[src/rtl/multicycle_control_unit.sv]
// Multicycle RV32I(+M) control unit: FETCH/DECODE/EXEC/MEM/WB sequencer with a
// memory-ready handshake, a counted MULDIV stall and a sticky illegal-opcode trap.
module multicycle_control_unit #(
  parameter bit          MEM_WAIT_EN = 1'b1,
  parameter bit          MUL_EXT     = 1'b1,
  parameter int unsigned MUL_CYCLES  = 4,
  parameter int unsigned DIV_CYCLES  = 32
) (
  input  logic       clk,
  input  logic       rst,
  input  logic [6:0] OpCode,
  input  logic [2:0] Funct3,
  input  logic [6:0] Funct7,
  input  logic       mem_ready,
  output logic       PCWr,
  output logic       IRWr,
  output logic       MemRd,
  output logic       DMWr,
  output logic       RUWr,
  output logic       AlUASrc,
  output logic       AlUBSrc,
  output logic [1:0] RUDataWrSrc,
  output logic [2:0] DMCtrl,
  output logic [2:0] ImmSrc,
  output logic [4:0] ALUOp,
  output logic [4:0] BrOp,
  output logic       busy,
  output logic       illegal,
  output logic [2:0] state
);

  typedef enum logic [2:0] {
    S_FETCH  = 3'd0,
    S_DECODE = 3'd1,
    S_EXEC   = 3'd2,
    S_MEM    = 3'd3,
    S_WB     = 3'd4,
    S_MULDIV = 3'd5,
    S_TRAP   = 3'd6
  } state_t;

  localparam logic [6:0] OP_R     = 7'b0110011;
  localparam logic [6:0] OP_IMM   = 7'b0010011;
  localparam logic [6:0] OP_LOAD  = 7'b0000011;
  localparam logic [6:0] OP_STORE = 7'b0100011;
  localparam logic [6:0] OP_BR    = 7'b1100011;
  localparam logic [6:0] OP_JAL   = 7'b1101111;
  localparam logic [6:0] OP_JALR  = 7'b1100111;
  localparam logic [6:0] OP_LUI   = 7'b0110111;
  localparam logic [6:0] OP_AUIPC = 7'b0010111;

  localparam logic [5:0] MUL_LOAD = 6'(MUL_CYCLES - 1);
  localparam logic [5:0] DIV_LOAD = 6'(DIV_CYCLES - 1);

  state_t     state_q, state_d;
  logic [5:0] cnt_q;
  logic       illegal_q;
  logic       rdy;
  logic       is_r, is_imm, is_load, is_store, is_br, is_jal, is_jalr, is_lui, is_auipc;
  logic       is_m, f7_ok, legal;
  logic       pc_wr, ir_wr, mem_rd, dm_wr, ru_wr;

  assign rdy = MEM_WAIT_EN ? mem_ready : 1'b1;

  always_comb begin
    is_r     = (OpCode == OP_R);
    is_imm   = (OpCode == OP_IMM);
    is_load  = (OpCode == OP_LOAD);
    is_store = (OpCode == OP_STORE);
    is_br    = (OpCode == OP_BR);
    is_jal   = (OpCode == OP_JAL);
    is_jalr  = (OpCode == OP_JALR);
    is_lui   = (OpCode == OP_LUI);
    is_auipc = (OpCode == OP_AUIPC);
    is_m     = is_r && (Funct7 == 7'b0000001);
    f7_ok    = (Funct7 == 7'b0000000) || (Funct7 == 7'b0100000) ||
               ((Funct7 == 7'b0000001) && MUL_EXT);
    legal    = (is_r && f7_ok) || is_imm || is_load || is_store || is_br ||
               is_jal || is_jalr || is_lui || is_auipc;
  end

  always_ff @(posedge clk) begin
    if (rst) begin
      state_q   <= S_FETCH;
      cnt_q     <= '0;
      illegal_q <= 1'b0;
    end else begin
      state_q <= state_d;
      if (state_d == S_TRAP)
        illegal_q <= 1'b1;
      if (state_q == S_DECODE && state_d == S_MULDIV)
        cnt_q <= Funct3[2] ? DIV_LOAD : MUL_LOAD;
      else if (state_q == S_MULDIV && cnt_q != '0)
        cnt_q <= cnt_q - 6'd1;
    end
  end

  always_comb begin
    state_d = state_q;
    pc_wr   = 1'b0;
    ir_wr   = 1'b0;
    mem_rd  = 1'b0;
    dm_wr   = 1'b0;
    ru_wr   = 1'b0;
    case (state_q)
      S_FETCH: begin
        mem_rd = 1'b1;
        if (rdy) begin
          ir_wr   = 1'b1;
          state_d = S_DECODE;
        end
      end
      S_DECODE: begin
        if (!legal)    state_d = S_TRAP;
        else if (is_m) state_d = S_MULDIV;
        else           state_d = S_EXEC;
      end
      S_EXEC: begin
        if (is_br) begin
          pc_wr   = 1'b1;
          state_d = S_FETCH;
        end else if (is_load || is_store) begin
          state_d = S_MEM;
        end else begin
          state_d = S_WB;
        end
      end
      S_MEM: begin
        mem_rd = is_load;
        dm_wr  = is_store;
        if (rdy) begin
          if (is_store) begin
            pc_wr   = 1'b1;
            state_d = S_FETCH;
          end else begin
            state_d = S_WB;
          end
        end
      end
      S_MULDIV: begin
        if (cnt_q == '0) state_d = S_WB;
      end
      S_WB: begin
        ru_wr   = 1'b1;
        pc_wr   = 1'b1;
        state_d = S_FETCH;
      end
      S_TRAP: state_d = S_TRAP;
      default: state_d = S_FETCH;
    endcase
  end

  // Enables are forced low combinationally so nothing fires during the reset cycle itself.
  assign PCWr  = pc_wr  & ~rst;
  assign IRWr  = ir_wr  & ~rst;
  assign MemRd = mem_rd & ~rst;
  assign DMWr  = dm_wr  & ~rst;
  assign RUWr  = ru_wr  & ~rst;

  always_comb begin
    AlUASrc     = 1'b0;
    AlUBSrc     = 1'b0;
    RUDataWrSrc = 2'b00;
    DMCtrl      = 3'b000;
    ImmSrc      = 3'b000;
    ALUOp       = 5'b00000;
    BrOp        = 5'b00000;
    if (state_q != S_FETCH) begin
      AlUASrc = is_auipc | is_jal | is_br;
      AlUBSrc = ~is_r;
      if (is_load)               RUDataWrSrc = 2'b01;
      else if (is_jal | is_jalr) RUDataWrSrc = 2'b10;
      if (is_load | is_store) DMCtrl = Funct3;
      if (is_store)                ImmSrc = 3'b001;
      else if (is_br)              ImmSrc = 3'b101;
      else if (is_lui | is_auipc)  ImmSrc = 3'b010;
      else if (is_jal)             ImmSrc = 3'b110;
      if (is_r)
        ALUOp = {is_m, ~is_m & Funct7[5], Funct3};
      else if (is_imm)
        ALUOp = {1'b0, (Funct3 == 3'b101) & Funct7[5], Funct3};
      if (is_br)                 BrOp = {2'b01, Funct3};
      else if (is_jal | is_jalr) BrOp = 5'b10000;
    end
  end

  assign busy    = (state_q == S_MULDIV);
  assign illegal = illegal_q;
  assign state   = state_q;

endmodule

[config.mk]
export PLATFORM = sky130hd
export DESIGN_NAME = multicycle_control_unit
export DESIGN_NICKNAME = d
export VERILOG_FILES = /design/src/rtl/multicycle_control_unit.sv
export SDC_FILE = /design/constraint.sdc
export NUM_CORES = 1
export LEC_CHECK = 0
export BUFFER_PORTS_ARGS = -buffer_cell sky130_fd_sc_hd__buf_2
export CAP_MARGIN = 40
export CORE_MARGIN = 3
export CORE_UTILIZATION = 49
export DETAILED_ROUTE_END_ITERATION = 7
export PLACE_DENSITY = 0.82
export SYNTH_ARGS = -nofsm -noshare
export SYNTH_HDL_FRONTEND = slang
export SYNTH_SLANG_ARGS = --single-unit
[constraint.sdc]
create_clock -name clk -period 3 [get_ports clk]
set_input_delay 0.75 -clock clk [delete_from_list [all_inputs] [get_ports clk]]
set_output_delay 0.75 -clock clk [all_outputs]
set_load 0.02 [all_outputs]
==> flow_summary.json <==
{
  "multi_input_area_um2": 772,
  "initial_core_util_pct": 55.5,
  "fp-row-count": 15,
  "hold_viol_final": 0,
  "cts_root_buf": "clkbuf_4",
  "startpoint_type": "primary input",
  "grt_pass1_wl_um": 4960,
  "avgRoutedWirePerCell_um": 13.9,
  "grt_use_total_pct": 23.6,
  "cp_cell_sequence": "buf_2 -> nand4bb_1 -> nor3_1 -> and3_1 -> buf_2",
  "netlist_top_cells_area": "dfxtp_1 (19%), a21oi_1 (6.8%), nor3_1 (5.8%)",
  "vias_per_cell": 5.93,
  "critPathArrivalTime_ns": 2.13,
  "syn_inst": 144,
  "status": "finished clean",
  "clk_path_buf_depth": 2,
  "cts_max_level": 1,
  "min_path_type": "reg2reg",
  "setup_tns_ns": 0,
  "maxCapViolations": 0,
  "path_common_cell": "buf_2",
  "yosysWarnings": 0,
  "worst_setup_path_end_kind": "primary output",
  "cts_tree": "done",
  "synth_edf_count": 0,
  "power.density_nw_per_um2": 305,
  "clkLatencyLatePin_ns": 0.26,
  "cp.required_ns": 2.25,
  "final-seq-area_um2": 200,
  "cts_setup_buffers": 0,
  "finalCritPeriodShare_pct": 96.2,
  "final_nets": 212,
  "core_um2": 1860,
  "critPathSlowestCell": "nor3_1",
  "cts_resized": 0,
  "first_pass_iters": 4,
  "antenna_found_initial": 0,
  "cts_hold_buf": 0,
  "syn_area_um2": 1030,
  "dp.cells": 211,
  "final_max_slew_viol_count": 0,
  "period_needed_ns": 2.88,
  "hpwl_um": 2330,
  "diodes": 0,
  "synth_top_cell_by_area": "dfxtp_1",
  "wirelength_um": 2970,
  "critPathBufInv": 2,
  "grt_max_degree": 16,
  "fin_cells": 214,
  "post_synth.cell_area_avg_um2": 7.16,
  "finClkSkew_ns": 0.00530,
  "crit_type": "in2out",
  "syn_nets": 165,
  "power.leakage_uw": 0.000595,
  "nFillCells": 152,
  "synth.distinct_cells": 45,
  "power_uw": 397,
  "drc": 0,
  "critical_path.top_delay_family": "simple AND/OR/NAND/NOR gates",
  "gp_congestion": 0.845,
  "cts_buffers": 3,
  "initialDrtViolationCount": 22,
  "final_cell_mix": "buf_2 (49), nor2_1 (16), a21oi_1 (14), nor3_1 (12)",
  "ant_nets": 0,
  "cts.sinks": 10,
  "synth_flop_cell": "dfxtp_1",
  "die_w_um": 51.9,
  "slew_headroom_pct": 61.2,
  "drive_gt1_share_pct": 32.8,
  "grt_pass1_vias": 1168,
  "final_common_cell": "buf_2",
  "postSynth.asyncResetShare_pct": 0,
  "vias": 1268,
  "worst_path_largest_cell_delay_ns": 0.47,
  "port_buffers": 49,
  "synth_seq_area_share_pct": 19.4,
  "ir_drop_mv": 0.381,
  "grt-ovfl-total": 0,
  "netlist.area_leader.share_pct": 19.4,
  "rsz0062_at_grt": "false",
  "setup_viol": 0,
  "cp_max_fo": 9,
  "die_y_um": 51.9,
  "die_area_um2": 2690,
  "tightest_slew_ns": 0.579,
  "max_freq_ghz": 0.347,
  "ios": 50,
  "clk_pin_slew_worst_paths_ns": 0.06,
  "area_growth_pct": 26.2,
  "ys_ff_latch": 10
}
[through the flow]
step	util, %	area [um^2]	setup WS [ns]	hold WS (ns)
after floorplan	-	1030	0.0534	0.468
after global routing	70.0	1300	0.0130	0.521
after global placement	68.8	1280	0.258	0.479
after CTS	70.0	1300	0.143	0.505
final	70.0	1300	0.115	0.497
after detailed placement	68.8	1280	0.142	0.496
[where the power goes]
part           leakage, uW  switching, uW  internal, uW
clock            0.0000138           42.7          46.2
combinational     0.000500            101          55.8
sequential       0.0000810           13.1           139
[cell type report]
| cell class | instances | area share [%] |
|---|---|---|
| Sequential cell | 10 | 15.4 |
| Timing Repair Buffer | 51 | 20.0 |
| Tap cell | 25 | 2.40 |
| Clock buffer | 3 | 1.73 |
| Inverter | 4 | 1.15 |
| Multi-Input combinational cell | 121 | 59.3 |
[worst register-to-register path: stages (launching register included)]
cell	delay, ns
dfxtp_1	0.31
inv_1	0.09
ha_1	0.20
or3b_4	0.42
o311ai_4	0.45
o21a_4	0.23
o21ai_1	0.08
a21oi_1	0.15
[final timing paths]
path	start	endpoint	slack, ns	cells after the start
hold reg to reg	illegal	illegal	0.50	2
setup reg to reg	cnt_q[0]	cnt_q[3]	1.01	7
hold / removal	illegal	illegal	0.50	2
setup / recovery	OpCode[2]	BrOp[2]	0.12	5
[flip-flops by register name (all words and copies together) (netlist names)]
register	flops
cnt_q	6
illegal	1
state	3
[cells by family (layout without fill, tap and decap cells)]
kind of cell / count (synthesis) / after routing / share of synthesized area [%]
and+or+nand+nor: 85 / 85 / 49.3
AOI/OAI and AO/OA: 31 / 31 / 20.9
buffers and inverters: 13 / 58 / 5.70
DFF: 10 / 10 / 19.4
xor gates and xnor gates: 3 / 3 / 2.55
adders and majority gates: 1 / 1 / 1.21
muxes: 1 / 1 / 0.971
[synthesized netlist by cell type (2+ instances only)]
master and number:
nor2_1 16, a21oi_1 14, nor3_1 12, dfxtp_1 10, nand2_1 10, and3_1 9, clkbuf_1 6, nand2b_1 5
and2_1 4, inv_1 4, nor2b_1 4, nor4_1 4, nor3b_1 3, o21ai_1 3, xnor2_1 3, a211oi_1 2
buf_2 2, nand4b_1 2, nor3_2 2, nor4b_1 2, o211ai_1 2, o21ai_0 2
[per-layer routing]
layer	share of wire (%)	vias to the layer above	GRT usage, %
li1	-	617	-
met3	8.7	0	7.74
met2	45	57	38.1
met5	0	-	0
met4	0	0	1.75
met1	46	594	31.7
Note: power is estimated with default switching activity, not from simulation.
